`src/rtl/mem_arbiter_if.sv`:
```
// Requester and RAM bundle for the single-port memory arbiter.
// slave: arbiter view; master: requester/RAM environment view.
interface mem_arbiter_if #(
    parameter int DATA_W = 32
);
    logic              iREN;
    logic [DATA_W-1:0] iaddr;
    logic [DATA_W-1:0] iload;
    logic              ihit;
    logic              dREN;
    logic              dWEN;
    logic [DATA_W-1:0] daddr;
    logic [DATA_W-1:0] dstore;
    logic [DATA_W-1:0] dload;
    logic              dhit;
    logic              ramREN;
    logic              ramWEN;
    logic [DATA_W-1:0] ramaddr;
    logic [DATA_W-1:0] ramstore;
    logic [DATA_W-1:0] ramload;
    logic              ramready;
    logic              err;

    modport slave (
        input  iREN, iaddr, dREN, dWEN, daddr, dstore,
        input  ramload, ramready,
        output iload, ihit, dload, dhit,
        output ramREN, ramWEN, ramaddr, ramstore, err
    );

    modport master (
        output iREN, iaddr, dREN, dWEN, daddr, dstore,
        output ramload, ramready,
        input  iload, ihit, dload, dhit,
        input  ramREN, ramWEN, ramaddr, ramstore, err
    );
endinterface

```
`src/rtl/mem_arbiter.sv`:
```
// Single-port RAM arbiter: data-priority serialisation of fetch and
// data requests with one-cycle hit pulses and an access watchdog.
// Ports: CLK, RST (sync, active-high), bus (mem_arbiter_if.slave).
module mem_arbiter #(
    parameter int DATA_W  = 32,
    parameter int TIMEOUT = 64
) (
    input  logic          CLK,
    input  logic          RST,
    mem_arbiter_if.slave  bus
);
    localparam int CW = $clog2(TIMEOUT + 1);

    typedef enum logic [1:0] {
        IDLE  = 2'd0,
        DATA  = 2'd1,
        INSTR = 2'd2,
        DONE  = 2'd3
    } state_t;

    state_t            state_q;
    state_t            state_d;
    logic [DATA_W-1:0] addr_q;
    logic [DATA_W-1:0] store_q;
    logic [DATA_W-1:0] iload_q;
    logic [DATA_W-1:0] dload_q;
    logic              wen_q;
    logic              sel_d_q;
    logic              err_q;
    logic [CW-1:0]     wd_cnt;
    logic              access;
    logic              wd_expire;

    assign access    = (state_q == DATA) || (state_q == INSTR);
    // Last allowed miss: this cycle is the TIMEOUT-th without ramready.
    assign wd_expire = access && !bus.ramready
                       && (wd_cnt == CW'(TIMEOUT - 1));

    always_comb begin
        state_d = state_q;
        unique case (state_q)
            IDLE: begin
                if (bus.dREN || bus.dWEN)
                    state_d = DATA;
                else if (bus.iREN)
                    state_d = INSTR;
            end
            DATA, INSTR: begin
                // ramready beats the watchdog in the same cycle.
                if (bus.ramready)
                    state_d = DONE;
                else if (wd_expire)
                    state_d = IDLE;
            end
            DONE:    state_d = IDLE;
            default: state_d = IDLE;
        endcase
    end

    always_ff @(posedge CLK) begin
        if (RST) begin
            state_q <= IDLE;
            addr_q  <= '0;
            store_q <= '0;
            iload_q <= '0;
            dload_q <= '0;
            wen_q   <= 1'b0;
            sel_d_q <= 1'b0;
            err_q   <= 1'b0;
            wd_cnt  <= '0;
        end else begin
            state_q <= state_d;
            err_q   <= wd_expire;
            if (state_q == IDLE) begin
                if (bus.dREN || bus.dWEN) begin
                    addr_q  <= bus.daddr;
                    store_q <= bus.dstore;
                    wen_q   <= bus.dWEN;
                    sel_d_q <= 1'b1;
                    wd_cnt  <= '0;
                end else if (bus.iREN) begin
                    addr_q  <= bus.iaddr;
                    wen_q   <= 1'b0;
                    sel_d_q <= 1'b0;
                    wd_cnt  <= '0;
                end
            end
            if (access) begin
                if (bus.ramready) begin
                    if (state_q == INSTR)
                        iload_q <= bus.ramload;
                    else if (!wen_q)
                        dload_q <= bus.ramload;
                end else begin
                    wd_cnt <= wd_cnt + CW'(1);
                end
            end
        end
    end

    // RAM side is decoded from state and latched request only.
    assign bus.ramREN   = (state_q == INSTR)
                          || ((state_q == DATA) && !wen_q);
    assign bus.ramWEN   = (state_q == DATA) && wen_q;
    assign bus.ramaddr  = addr_q;
    assign bus.ramstore = store_q;
    assign bus.iload    = iload_q;
    assign bus.dload    = dload_q;
    assign bus.ihit     = (state_q == DONE) && !sel_d_q;
    assign bus.dhit     = (state_q == DONE) && sel_d_q;
    assign bus.err      = err_q;
endmodule
```
`src/flat_wrapper.sv`:
```
// flat-port wrapper written by rule: the top's interface ports become plain ports
module mem_arbiter_flat 
#(
    parameter int DATA_W  = 32,
    parameter int TIMEOUT = 64
)
  (CLK, RST, bus_iREN, bus_iaddr, bus_dREN, bus_dWEN, bus_daddr, bus_dstore, bus_ramload, bus_ramready, bus_iload, bus_ihit, bus_dload, bus_dhit, bus_ramREN, bus_ramWEN, bus_ramaddr, bus_ramstore, bus_err);
  mem_arbiter_if #(.DATA_W(DATA_W)) bus_i ();
  input  logic CLK;
  input  logic RST;
  input wire logic [$bits(bus_i.iREN)-1:0] bus_iREN;
  input wire logic [$bits(bus_i.iaddr)-1:0] bus_iaddr;
  input wire logic [$bits(bus_i.dREN)-1:0] bus_dREN;
  input wire logic [$bits(bus_i.dWEN)-1:0] bus_dWEN;
  input wire logic [$bits(bus_i.daddr)-1:0] bus_daddr;
  input wire logic [$bits(bus_i.dstore)-1:0] bus_dstore;
  input wire logic [$bits(bus_i.ramload)-1:0] bus_ramload;
  input wire logic [$bits(bus_i.ramready)-1:0] bus_ramready;
  output wire logic [$bits(bus_i.iload)-1:0] bus_iload;
  output wire logic [$bits(bus_i.ihit)-1:0] bus_ihit;
  output wire logic [$bits(bus_i.dload)-1:0] bus_dload;
  output wire logic [$bits(bus_i.dhit)-1:0] bus_dhit;
  output wire logic [$bits(bus_i.ramREN)-1:0] bus_ramREN;
  output wire logic [$bits(bus_i.ramWEN)-1:0] bus_ramWEN;
  output wire logic [$bits(bus_i.ramaddr)-1:0] bus_ramaddr;
  output wire logic [$bits(bus_i.ramstore)-1:0] bus_ramstore;
  output wire logic [$bits(bus_i.err)-1:0] bus_err;
  assign bus_i.iREN = bus_iREN;
  assign bus_i.iaddr = bus_iaddr;
  assign bus_i.dREN = bus_dREN;
  assign bus_i.dWEN = bus_dWEN;
  assign bus_i.daddr = bus_daddr;
  assign bus_i.dstore = bus_dstore;
  assign bus_i.ramload = bus_ramload;
  assign bus_i.ramready = bus_ramready;
  assign bus_iload = bus_i.iload;
  assign bus_ihit = bus_i.ihit;
  assign bus_dload = bus_i.dload;
  assign bus_dhit = bus_i.dhit;
  assign bus_ramREN = bus_i.ramREN;
  assign bus_ramWEN = bus_i.ramWEN;
  assign bus_ramaddr = bus_i.ramaddr;
  assign bus_ramstore = bus_i.ramstore;
  assign bus_err = bus_i.err;
  mem_arbiter #(.DATA_W(DATA_W), .TIMEOUT(TIMEOUT)) u_core (.CLK(CLK), .RST(RST), .bus(bus_i));
endmodule
```
`config.mk`:
```
export PLATFORM = sky130hd
export DESIGN_NAME = mem_arbiter_flat
export DESIGN_NICKNAME = d
export VERILOG_FILES = /design/src/rtl/mem_arbiter_if.sv /design/src/rtl/mem_arbiter.sv /design/src/flat_wrapper.sv
export SDC_FILE = /design/constraint.sdc
export NUM_CORES = 1
export LEC_CHECK = 0
export ABC_CLOCK_PERIOD_IN_PS = 1950
export CORE_ASPECT_RATIO = 1.25
export CORE_MARGIN = 2
export CORE_UTILIZATION = 40
export DETAILED_ROUTE_END_ITERATION = 12
export HOLD_SLACK_MARGIN = 0.1
export PLACE_DENSITY = 0.77
export SKIP_LAST_GASP = 1
export SYNTH_ARGS = -nofsm -noshare
export SYNTH_HDL_FRONTEND = slang
export SYNTH_SLANG_ARGS = --single-unit
```
`constraint.sdc`:
```
create_clock -name CLK -period 1.95 [get_ports CLK]
set_input_delay 0.4875 -clock CLK [delete_from_list [all_inputs] [get_ports CLK]]
set_output_delay 0.4875 -clock CLK [all_outputs]
set_load 0.005 [all_outputs]
```
=== Word level (Yosys, flattened, before mapping) ===
Cells that the tools add are included.

* Flip-flop bits (word level): 140
* Input bits: 134
* Output and inout port bits: 133
* Logic and storage cells: 53

* $add $sub $neg: 1
* Eq/ne operators: 6
* Muxes and demuxes: 15
* Bitwise gates (word level): 2
* Reductions and logical operators: 20

{| class="wikitable"
|+ Operators by type and width
! kind !! number
|-
| $mux W32 || 2
|-
| $mux W7 || 5
|-
| $mux W2 || 4
|-
| $add A7 B1 Y7 const B || 1
|-
| $eq A7 B6 Y1 const B || 1
|-
| $logic_and A1 B1 Y1 || 6
|-
| $pmux W2 S3 || 1
|-
| $reduce_and A2 Y1 || 3
|-
| $eq A2 B2 Y1 const B || 2
|-
| $reduce_and A4 Y1 || 1
|-
| $logic_not A1 Y1 || 3
|-
| $logic_or A1 B1 Y1 || 3
|-
| $mux W1 || 3
|-
| $ne A3 B2 Y1 const B || 1
|-
| $ne A3 B3 Y1 const B || 1
|-
| $reduce_and A3 Y1 || 1
|-
| $eq A2 B1 Y1 const B || 1
|-
| $logic_not A2 Y1 || 1
|-
| $not A1 Y1 || 2
|-
| $reduce_bool A2 Y1 || 1
|-
| $reduce_or A2 Y1 || 1
|}

=== Depth between registers and ports, before layout ===
Gate-level depths: netlist of run 1.

* Depth after elaboration: 7
* Mapped depth: 8
* Gate-level depth less buffers: 6

=== Worst setup path before layout of run 1 ===
OpenSTA, ideal clock, no wires.

* Path type: flip-flop to flip-flop
* From: register u_core.state_q[0]
* To: register u_core.dload_q[10], in the netlist u_core.bus.dload[10]
* Library setup time: 132 ps
* Arrival time: 1,536 ps
* Data required time: 1,818 ps
* Path slack: 281 ps
* Cell stages (with the launch flop): 9
* Buffers on the path: 2
* Clock period less this slack: 1,669 ps
* Path through: dfxtp_1 -> inv_1 -> ha_1 -> nand2_1 -> or3_1 -> clkbuf_1 -> buf_2 -> nand2_1 -> a21oi_1

* Cells in the longest elaborated chain, start to end: 3
* Elaborated cells on any way between the ends: 5
* Classes of those cells: 2 x eq/ne; 1 x bitwise; 2 x reduce/logical

{| class="wikitable"
|+ Ends and longest elaborated chain
! item !! RTL line !! source
|-
| start, declared || mem_arbiter.sv:21 || <nowiki>state_t state_q;</nowiki>
|-
| start signal, assigned || mem_arbiter.sv:72 || <nowiki>state_q <= state_d;</nowiki>
|-
| $eq A2 B1 Y1 or $eq A2 B2 Y1 (tied branches) || mem_arbiter.sv:34, mem_arbiter.sv:90 ||
|-
| $logic_or A1 B1 Y1 or $not A1 Y1 (tied branches) || n/a ||
|-
| $reduce_and A4 Y1 (no line) (*) || n/a ||
|-
| end signal, assigned || mem_arbiter.sv:93 || <nowiki>dload_q <= bus.ramload;</nowiki>
|-
| end, declared || mem_arbiter.sv:26 || <nowiki>logic [DATA_W-1:0] dload_q;</nowiki>
|}

Every way passes the cells marked *; elsewhere a longest branch is shown, timed or not.
A chain may end at the register's enable or synchronous reset.

=== Worst setup path after layout of run 1 ===
* From: register u_core.state_q[1]
* To: output port bus_ramREN

* Cells in the longest elaborated chain, start to end: 3
* Elaborated cells on any way between the ends: 4
* Classes of those cells: 2 x eq/ne; 2 x reduce/logical

{| class="wikitable"
|+ Ends and longest elaborated chain
! item !! RTL line !! source
|-
| $eq A2 B1 Y1 || mem_arbiter.sv:103 || <nowiki>|| ((state_q == DATA) && !wen_q);</nowiki>
|-
| $logic_and A1 B1 Y1 || mem_arbiter.sv:103 ||
|-
| $logic_or A1 B1 Y1 (*) || mem_arbiter.sv:103 ||
|-
| end, declared || flat_wrapper.sv:23 || <nowiki>output wire logic [$bits(bus_i.ramREN)-1:0] bus_ramREN;</nowiki>
|}

Marked as above.

==> results of run 1 <==
## cell usage after synthesis, types with 4 or more instances
library cell	count	share of area
nand2_1	264	0.18
dfxtp_1	140	0.52
a21oi_1	107	0.099
nor2_1	40	0.028
a311oi_1	33	0.054
clkbuf_1	23	0.016
buf_2	17	0.016
buf_6	8	0.017
ha_1	6	0.014
buf_4	4	0.0056
nand3_1	4	0.0037
o21ai_0	4	0.0037
## worst max path at each step
stage	depth (start not counted)	start	endpoint
floorplan	8	u_core.state_q[0]$_SDFFE_PP0P_	u_core.bus.dload[10]$_SDFFE_PP0P_
global placement	5	bus_dWEN	u_core.bus.ramstore[5]$_SDFFE_PP0P_
detailed placement	5	bus_dWEN	u_core.bus.ramstore[14]$_SDFFE_PP0P_
CTS	4	u_core.state_q[1]$_SDFFE_PP0P_	bus_ramREN
global route	4	u_core.state_q[1]$_SDFFE_PP0P_	bus_ramREN
finish	4	u_core.state_q[1]$_SDFFE_PP0P_	bus_ramREN
## flip-flops by register name, indices dropped and copies added (netlist names)
| signal | count |
|---|---|
| u_core.bus.ramstore | 32 |
| u_core.bus.err | 1 |
| u_core.wd_cnt | 7 |
| u_core.wen_q | 1 |
| u_core.bus.iload | 32 |
| u_core.state_q | 2 |
| u_core.bus.dload | 32 |
| u_core.sel_d_q | 1 |
| u_core.bus.ramaddr | 32 |
## stage by stage
stage | hold WS, ns | power, mW | setup TNS (ns) | setup slack (ns) | instance area, sq um
floorplan | 0.453 | 5.89 | 0 | 0.281 | 5400
global placement | 0.441 | 7.80 | -0.549 | -0.0246 | 8240
global route | 0.296 | 11.6 | 0 | 0.0403 | 8800
detailed placement | 0.446 | 7.84 | -3.47 | -0.121 | 8240
CTS | 0.300 | 11.0 | 0 | 0.00296 | 8820
finish | 0.309 | 10.9 | 0 | 0.130 | 8800
## power groups by stage
stage               combinational [mW]  sequential [mW]  clock (mW)
finish                            3.90             3.82        3.17
global route                      4.32             3.90        3.36
CTS                               3.98             3.83        3.23
detailed placement                3.97             3.88           0
global placement                  3.94             3.86           0
floorplan                         1.98             3.91           0
## logic make-up (layout without fill, tap and decap cells)
| family | after synthesis | in the layout | synth area share |
|---|---|---|---|
| buffers and inverters | 56 | 319 | 0.0568 |
| AOI/OAI and AO/OA | 154 | 154 | 0.171 |
| adders and majority gates | 6 | 6 | 0.0139 |
| and+or+nand+nor | 327 | 327 | 0.239 |
| DFF | 140 | 140 | 0.519 |
## metal layers
layer | routed length [um] | up-vias | GRT usage | share of wire
li1 | - | 2771 | - | -
met5 | 0 | - | 0 | 0
met1 | 6260 | 2450 | 0.243 | 0.40
met2 | 7960 | 176 | 0.386 | 0.51
met4 | 309 | 0 | 0.0719 | 0.020
met3 | 1000 | 24 | 0.0714 | 0.065
## area by class of cell
type                    count  area, sq um
clock buffers              19          443
inverters                   3         11.3
well taps                 171          214
fillers                  1107         4430
flip-flops and latches    140         2810
clock inverters            12          139
multi-input cells         487         2290
repair buffers            285         2900
## timing repair
| action | in CTS | in global routing |
|---|---|---|
| setup buffers | 0 | 0 |
| cloned | 0 | 0 |
| hold buffers | 0 | 0 |
| gates resized for setup | 11 | 4 |
| endpoints found under the setup margin | 4 | 4 |
## worst max-delay path, stage by stage (launching register included)
cell and delay (ns):
dfxtp_2 0.35, inv_1 0.07, ha_1 0.19, a21o_1 0.18, buf_2 0.15
==> results.toml, run 1 <==
[cells_and_area]
antenna_cells = 0
layout-drive-gt1-share = 0.0645
final_cells = 1117
mostFrequentLayoutCells = "nand2_1, clkdlybuf4s50_1, dfxtp_1, a21oi_1, nor2_1"
post-route-util = 0.665
layout_commonest_cell = "nand2_1"
nets = 1074
area_growth_pct = 63.1

[clocking]
clk_latency_ns = 0.41
clockBufferDepth = 2
clk_pin_slew_ns = 0.06
htreeDepth = 4
cts_tree = "yes"
cts_inserted_buffers = 17
cts-root-buf = "clkbuf_16"
cts.sinks = 140

[placed_design]
port_buffers = 266
dp_hpwl_um = 11000
gp_congestion = 0.784
dpl.cell_count = 1086

[worst_hold_path]
min_to = "u_core.bus.ramaddr[5]$_SDFFE_PP0P_"
hp-start = "RST"
hold_path_class = "in2reg"
whs_path_depth = 2

[drt]
drt_iter0_drc = 197
vias = 5421
antenna_left = 0
via_per_inst = 4.85
wl_um = 15500
wl_per_cell_um = 13.9
drcViolationCount = 0
dr.pass1.iters = 4

[power]
p_sw_frac = 0.314
p_per_area_nw_per_um2 = 1240
clockPowerShare = 0.291
combPwrFrac = 0.358
switching_power_mw = 3.41
vdd.ir_drop.worst_mv = 0.742
p_int_mw = 7.47
p_seq_frac = 0.351
leakage_nw = 3.26

[yosys]
synth-seq-cells = 140
ys_warn_count = 0
synth-edff-count = 0
synthDistinctLibCells = 34
synth_seq_area_share = 0.519
synthCells = 683
syn_avg_cell_area_sq_um = 7.90
synth_area_sq_um = 5400
synth_ff_type = "dfxtp_1"
syn_nets = 823
async_flop_share = 0

[timing]
max_freq_mhz = 549
fin_crit_sh = 0.933
worst_pin_slew_ns = 0.428
maxSlewViolCount = 0
rsz0062_at_grt = "false"
finalHoldViolations = 0
finalSetupViolCount = 0
fin_worst_skew_ns = 0.0114
period_needed_ns = 1.82
slew_headroom = 0.711

[setup_path]
timing.rr.start = "u_core.state_q[1]$_SDFFE_PP0P_"
critPathMaxFanout = 4
crit_arrival_ns = 1.33
crit_path_start_kind = "flip-flop"
reg2reg_slack_ns = 0.27
required_ns = 1.46
rr_worst_depth = 7
crit_type = "reg2out"
rr_endpoint = "u_core.bus.dload[12]$_SDFFE_PP0P_"
end_kind = "output pin"

[grt]
grt_antenna_before_repair = 0
grt_max_degree = 65
grt-ovfl-total = 0
track_usage = 0.218
grt_first_pass_wirelength_um = 24900
grt_pass1_vias = 5061

[floorplan]
start_util = 0.408
die_h_um = 134
num_rows = 47
die_x_um = 108
core_region_area_sq_um = 13200
die-area_sq_um = 14400
io_pins = 267

[status]
status = "finished clean"

[run]
cap_violations = 0
Power figures use the tool's default switching activity.
==> run 2, diff against run 1 <==
PLACE_DENSITY = default   (was 0.77)
PLACE_DENSITY_LB_ADDON = 0.2   (was default)
==> run 2 against run 1 <==
Design area rose by 0.67%; register-to-register slack barely moved; count of clock-buffer cells in the layout fell by 1; worst setup slack got worse by 0.069 ns; utilization rose by 0.44 points; routed wire length rose by 0.41%; fmax fell by 3.7%; hold slack improved by 0.14 ns; critical path type unchanged; largest power group unchanged; highest routed layer unchanged; via count rose by 0.30%.
==> results.toml, run 2 (synthesis results as in run 1) <==
[clocking]
cts_inserted_buffers = 17
holdBufCountCts = 0
cts-root-buf = "clkbuf_16"
clockBufferDepth = 2
htreeDepth = 4
clk_latency_ns = 0.41
cts_tree = "yes"
clk_pin_slew_ns = 0.06
cts.sinks = 140

[setup_path]
end_kind = "output pin"
required_ns = 1.46
crit_type = "reg2out"
critPathTopFamily = "buffers and inverters"
crit_arrival_ns = 1.40
reg2reg_slack_ns = 0.28
path_cells = "buf_4 -> ha_1 -> a21o_1 -> clkdlybuf4s15_1"
slowest_stage = "dfxtp_2"
rr_endpoint = "u_core.bus.dload[21]$_SDFFE_PP0P_"
slowest_delay_ns = 0.32
timing.rr.start = "u_core.state_q[0]$_SDFFE_PP0P_"
crit_buf_inv = 2
critical_path.startpoint = "u_core.state_q[1]$_SDFFE_PP0P_"
crit_path_start_kind = "flip-flop"
critPathMaxFanout = 3
rr_worst_depth = 7

[timing]
fin_crit_sh = 0.969
finalHoldViolations = 0
rsz0062_at_grt = "false"
finalSetupViolCount = 0
fin_worst_skew_ns = 0.0130
worst_pin_slew_ns = 0.473
period_needed_ns = 1.89
slew_headroom = 0.681
maxSlewViolCount = 0
max_freq_mhz = 529

[cells_and_area]
regArea_sq_um = 2810
stdcell_area_sq_um = 8860
area_growth_pct = 64.2
nets = 1081
layout-drive-gt1-share = 0.0713
mostFrequentLayoutCells = "nand2_1, clkdlybuf4s50_1, dfxtp_1, a21oi_1, nor2_1"
layout_commonest_cell = "nand2_1"
antenna_cells = 0
fill_cells = 1163
multi_input_area_sq_um = 2290

[floorplan]
start_util = 0.408
die-area_sq_um = 14400
core_region_area_sq_um = 13200
die_h_um = 134
die_x_um = 108
num_rows = 47
io_pins = 267

[power]
total_power_mw = 10.9
switching_power_mw = 3.54
combPwrFrac = 0.368
p_sw_frac = 0.326
p_int_mw = 7.33
clockPowerShare = 0.280
leakage_nw = 3.29
p_per_area_nw_per_um2 = 1230
vdd.ir_drop.worst_mv = 0.637
p_seq_frac = 0.352

[placed_design]
dp_hpwl_um = 11000
place_area_sq_um = 8280
gp_congestion = 0.793
port_buffers = 266

[run]
cap_violations = 0

[grt]
grt_antenna_before_repair = 0
track_usage = 0.215
grt-ovfl-total = 0
grt_max_degree = 42
grt_pass1_vias = 5156
grt_first_pass_wirelength_um = 24900

[drt]
wl_um = 15600
dr.pass1.iters = 4
vias = 5437
via_per_inst = 4.83
antenna_left = 0
drcViolationCount = 0
drt_iter0_drc = 331
wl_per_cell_um = 13.9

[worst_hold_path]
whs_path_depth = 2
hp-start = "u_core.bus.ramstore[19]$_SDFFE_PP0P_"
hold_path_class = "reg2reg"
min_to = "u_core.bus.ramstore[19]$_SDFFE_PP0P_"

[status]
status = "finished clean"
run 2: how the worst max path moves through the flow:
stage / endpoint / slack [ns] / cells after the start
floorplan: u_core.bus.dload[10]$_SDFFE_PP0P_ / 0.28 / 8
global placement: u_core.wd_cnt[3]$_SDFF_PP0_ / -0.008 / 5
detailed placement: u_core.bus.ramstore[8]$_SDFFE_PP0P_ / -0.05 / 5
CTS: bus_ramREN / -0.04 / 4
global route: bus_ramREN / 0.003 / 4
finish: bus_ramREN / 0.06 / 4
run 2: final cells by class:
class,count,area share
clock inverters,14,0.0144
multi-input cells,487,0.259
flip-flops and latches,140,0.317
clock buffers,18,0.0496
repair buffers,292,0.335
inverters,3,0.00127
well taps,171,0.0242
run 2: worst register-to-register path: cells and delay by family, from the launching register on:
kind	cells	cell delay, ns
and+or+nand+nor	3	0.52
AOI/OAI and AO/OA	1	0.06
buffers and inverters	2	0.24
DFF	1	0.37
adders and majority gates	1	0.36
run 2: timing repair:
| action | in CTS | in global routing |
|---|---|---|
| endpoints found under the setup margin | 4 | 2 |
| resized for setup | 6 | 4 |
| setup buffers | 1 | 0 |
| hold endpoints to repair | 0 | 0 |
run 2: power by group through the flow:
stage               Clock, mW  Sequential [mW]  Combinational [mW]
finish                   3.05             3.83                4.00
global route             3.24             3.91                4.40
CTS                      3.12             3.83                4.05
detailed placement          0             3.88                4.03
global placement            0             3.86                4.00
floorplan                   0             3.91                1.98
run 2: stage by stage:
stage	setup slack (ns)	util	instances	setup TNS [ns]	hold slack (ns)
global placement	-0.00844	0.626	1092	-0.0109	0.441
global route	0.00289	0.670	1125	0	0.471
floorplan	0.281	-	683	0	0.453
finish	0.0603	0.670	1125	0	0.452
CTS	-0.0421	0.669	1125	-0.0421	0.454
detailed placement	-0.0501	0.626	1092	-0.628	0.445
run 2: per-layer routing:
metal  share of wire  GRT usage  wire [um]  vias up
li1                -          -          -     2783
met1            0.41      0.246       6320     2427
met2            0.50      0.371       7720      204
met3           0.082     0.0777       1270       23
met4           0.018     0.0719        283        0
met5               0          0          0        -
==> run 3, diff against run 2 <==
TNS_END_PERCENT = 5   (was default)
==> run 3 against run 2 <==
Largest power group unchanged; hold slack unchanged; register-to-register slack worse by 0.03 ns; total power down 0.18%; worst setup slack worse by 0.063 ns; the run now ends with setup timing left; non-clock buffer count down 1; combinational power about the same.
==> results.toml, run 3 (synthesis results as in run 1) <==
[setup_path]
crit_path_start_kind = "flip-flop"
critPathMaxFanout = 4
reg2reg_slack_ns = 0.25
crit_arrival_ns = 1.47
slowest_delay_ns = 0.35
path_cells = "inv_1 -> ha_1 -> a21o_1 -> dlygate4sd2_1"
end_kind = "output pin"
rr_worst_depth = 7
required_ns = 1.46
crit_type = "reg2out"
slowest_stage = "dfxtp_2"
critical_path.startpoint = "u_core.state_q[1]$_SDFFE_PP0P_"
timing.rr.start = "u_core.state_q[0]$_SDFFE_PP0P_"
rr_endpoint = "u_core.bus.dload[21]$_SDFFE_PP0P_"

[worst_hold_path]
hold_path_class = "reg2reg"
min_to = "u_core.bus.ramstore[19]$_SDFFE_PP0P_"
whs_path_depth = 2
hp-start = "u_core.bus.ramstore[19]$_SDFFE_PP0P_"

[grt]
track_usage = 0.215
grt_pass1_vias = 5145
grt-ovfl-total = 0
grt_antenna_before_repair = 0
grt_first_pass_wirelength_um = 24800
grt_max_degree = 42

[power]
p_sw_frac = 0.326
clockPowerShare = 0.281
p_seq_frac = 0.353
p_per_area_nw_per_um2 = 1230
vdd.ir_drop.worst_mv = 0.635
p_int_mw = 7.32
leakage_nw = 3.31
switching_power_mw = 3.54
combPwrFrac = 0.367

[placed_design]
gp_congestion = 0.793
port_buffers = 266
dp_hpwl_um = 11000
preCtsSetupSlack_ns = -0.0501
place_area_sq_um = 8280

[drt]
via_per_inst = 4.82
antenna_left = 0
vias = 5423
dr.pass1.iters = 5
drt_iter0_drc = 300
wl_um = 15600
wl_per_cell_um = 13.8
drcViolationCount = 0

[clocking]
htreeDepth = 4
cts_inserted_buffers = 17
cts_tree = "yes"
cts.sinks = 140
clk_pin_slew_ns = 0.06
clockBufferDepth = 2
holdBufCountCts = 0
clk_latency_ns = 0.41
cts-root-buf = "clkbuf_16"
ctsResizeCount = 5
cts_setup_buffers = 0

[cells_and_area]
nets = 1080
mostFrequentLayoutCells = "nand2_1, clkdlybuf4s50_1, dfxtp_1, a21oi_1, nor2_1"
stdcell_area_sq_um = 8850
layout_commonest_cell = "nand2_1"
fill_cells = 1165
antenna_cells = 0
area_growth_pct = 64.1
layout-drive-gt1-share = 0.0682

[floorplan]
io_pins = 267
die_h_um = 134
die-area_sq_um = 14400
core_region_area_sq_um = 13200
die_x_um = 108
start_util = 0.408
num_rows = 47

[timing]
maxSlewViolCount = 0
fin_crit_sh = 1.00
finalHoldViolations = 0
fin_ws_ns = -0.00261
max_freq_mhz = 512
fin_worst_skew_ns = 0.0130
slew_headroom = 0.681
finalSetupViolCount = 1
period_needed_ns = 1.95
worst_pin_slew_ns = 0.473
rsz0062_at_grt = "true"

[status]
status = "complete, but fails checks"
violations = "setup timing"

[run]
cap_violations = 0
-- run 3: worst max-delay path, delay by kind of cell, from the launching register on --
family	cells	cell delay, ns
buffers and inverters	2	0.35
flip-flops	1	0.35
adder cells (fa/ha/maj)	1	0.19
AO/OA/AOI/OAI	1	0.17
-- run 3: cell type report --
cell class,instances,area (sq um),share of cell area
Timing Repair Buffer,291,2960,0.334
Sequential cell,140,2810,0.317
Multi-Input combinational cell,487,2290,0.259
Clock buffer,18,439,0.0496
Tap cell,171,214,0.0242
Clock inverter,14,128,0.0144
Inverter,3,11.3,0.00127
-- run 3: power by group through the flow --
stage / Sequential [mW] / Combinational (mW) / Clock [mW]
finish: 3.83 / 3.98 / 3.05
global placement: 3.86 / 4.00 / 0
global route: 3.91 / 4.38 / 3.24
CTS: 3.83 / 4.04 / 3.12
floorplan: 3.91 / 1.98 / 0
detailed placement: 3.88 / 4.03 / 0
-- run 3: worst max path at each step --
stage	slack (ns)	endpoint
floorplan	0.28	u_core.bus.dload[10]$_SDFFE_PP0P_
global placement	-0.008	u_core.wd_cnt[3]$_SDFF_PP0_
detailed placement	-0.05	u_core.bus.ramstore[8]$_SDFFE_PP0P_
CTS	-0.13	bus_dhit
global route	-0.07	bus_ramREN
finish	-0.003	bus_ramREN
-- run 3: routing by layer --
layer | track usage | vias to the layer above | share of wire
met1 | 0.246 | 2420 | 0.41
li1 | - | 2781 | -
met2 | 0.370 | 196 | 0.49
met4 | 0.0719 | 0 | 0.018
met5 | 0 | - | 0
met3 | 0.0777 | 26 | 0.081
-- run 3: per-stage QoR --
| step | hold WS (ns) | total power [mW] | utilization | std cells | TNS [ns] |
|---|---|---|---|---|---|
| final | 0.452 | 10.9 | 0.669 | 1124 | -0.00261 |
| after global routing | 0.471 | 11.5 | 0.669 | 1124 | -0.103 |
| after CTS | 0.454 | 11.0 | 0.669 | 1124 | -0.174 |
| after detailed placement | 0.445 | 7.91 | 0.626 | 1092 | -0.628 |
| after global placement | 0.441 | 7.86 | 0.626 | 1092 | -0.0109 |
| after floorplan | 0.453 | 5.89 | - | 683 | 0 |
==> RTL change: new RTL, config.mk and constraints of run 2 <==
Reset style: asynchronous (`RST`), changed in one clocked block.
--- a/src/rtl/mem_arbiter.sv
+++ b/src/rtl/mem_arbiter.sv
@@ -57,7 +57,7 @@
         endcase
     end
 
-    always_ff @(posedge CLK) begin
+    always_ff @(posedge CLK or posedge RST) begin
         if (RST) begin
             state_q <= IDLE;
             addr_q  <= '0;
Formal check against the unedited RTL: differs if RST is asserted again (counterexample within 4 cycles, from zero or initial values and one cycle with RST high); with RST held inactive, the same outputs for 4 cycles.
==> RTL change against run 2 <==
  * Critical path depth stayed put
  * First-iteration DRC count shrank 53%
  * Final area is 6.0% higher
  * Critical path type unchanged
  * Sequential cell count did not move
  * Utilization shrank 0.95 points
  * Worst setup slack got worse by 0.027 ns
  * Total power rose by 37%
  * Hold slack worse by 0.0095 ns
  * Routed wire length is 4.1% lower
  * Synthesized area increased by 6.6%
==> RTL change: results (changes against run 2) <==
Worst setup path
  • Worst r2r src: u_core.state_q[0]$_DFFE_PP0P_
  • End of the worst register-to-register path: u_core.bus.dload[16]$_DFFE_PP0P_
  • Beginning of the critical path: u_core.state_q[1]$_DFFE_PP0P_
  • Crit path max fanout: 4 (+1)
  • Critical path's top delay family: flip-flops
  • Internal reg-to-reg setup slack: 0.07 ns (-0.21 ns)
  • Slowest-stage cell, CP: dfrtp_1
  • Worst Path Arrival: 1.43 ns (+0.03 ns)

Routing
  • Initial detailed-routing violation count: 154 (-53%)
  • Via count: 4338 (-20%)
  • Total Routed Length: 14950 um (-4.1%)
  • Drt first pass iters: 4 (unchanged)
  • Vias per Instance: 4.847 (+0.29%)

Logic synthesis
  • Post-Synth Adder-Cell Area: 0.01306 (-0.0008570)
  • Number of library cell types mapped by synthesis: 33 (-2.9%)
  • Top post-synthesis cells by area: dfrtp_1 61%, mux2_2 18%, mux2i_1 5.6%
  • Syn Area/Cell: 13.75 um^2 (+74%)
  • YS warnings: 0 (unchanged)
  • Compound-Gate Fraction of Synth Area: 0.05332 (-0.1174)
  • Mux cell area share after synthesis: 0.2437 (+0.2437)
  • Synth cell count leaders: 140 x dfrtp_1, 94 x mux2_2, 45 x nand2_1, 32 x mux2i_1, 32 x o21ai_0
  • Async set-reset flop share out of synthesis: 1.000 (+1.000)
  • Sequential share of the synthesized area: 0.6094 (+0.08988)
  • Most frequent cell after synthesis: dfrtp_1

Hold path
  • Hold Path Class: primary input to async pin

STA
  • Min setup slack post-route: 0.03320 ns (-0.02715 ns)
  • Worst Tran Pin Value: 0.4450 ns (-0.02806 ns)
  • Hold slack: 0.4421 ns (-0.009547 ns)
  • Clock skew: 0.008315 ns (-0.004715 ns)

Placed design
  • Detailed Place HPWL: 11220 um (+1.6%)
  • Cells after DPL: 857 (-22%)
  • Placed inst area: 0.008725 mm^2 (+5.4%)
  • Dpl ws: -0.1366 ns (-0.08645 ns)
  • GPL Wtd Cong: 0.7963 (+0.37%)

GRT
  • Largest net degree at the start of global routing: 55 (+31%)
  • Global-route wire length before repair: 24060 um (-3.2%)
  • Met2 Usage GRT: 0.3437 (-0.02701)
  • Overall Global Routing Usage: 0.1977 (-0.01760)
  • Vias in the first global route: 4668 (-9.5%)
  • GR Util met1: 0.2145 (-0.03141)

Pwr
  • Peak supply drop: 0.0008409 V (+32%)
  • Final Total Pwr: 0.01489 W (+37%)
  • Reg power frac: 0.343 (-0.009)
  • Clock net power: 0.00329 W (+7.9%)
  • P_leak: 3.984 nW (+21%)
  • Switch share: 0.2865 (-0.03928)

Cells and area
  • Fraction of layout cells with a size suffix above 1: 0.2204 (+0.1491)
  • Fillers: 1123 (-3.4%)
  • Final Net Count: 844 (-22%)

Clock tree
  • Root buf cell: clkbuf_16
  • CTS resizes: 4 (-2)
  • Postcts setup bufs: 0 (-1)

Outcome
  • Status: finished clean
-- RTL change: cell count changes after synthesis, sizes merged, moves of 3 or more --
| cell | before | now |
|---|---|---|
| a21oi | 107 | 3 |
| buf | 30 | 18 |
| a211oi | 3 | 0 |
| nand2 | 264 | 45 |
| dfxtp | 140 | 0 |
| nor2 | 42 | 5 |
| clkbuf | 23 | 2 |
| dfrtp | 0 | 140 |
| a311oi | 33 | 0 |
| o21ai | 4 | 43 |
| mux2 | 0 | 96 |
| mux2i | 0 | 32 |
-- RTL change: layout make-up --
class,count,area [um^2],area share
sequential,140,3503,0.3732
timing repair buffer,287,2930,0.3121
multi-input combinational,253,2101,0.2238
clock buffer,19,442.9,0.04718
tap,178,222.7,0.02372
clock inverter,13,165.2,0.01759
inverter,5,22.52,0.002399
-- RTL change: layer usage --
layer  share of wire  vias up
li1                -     2040
met4           0.035        0
met3           0.078       29
met2            0.51      188
met5               0        -
met1            0.38     2081
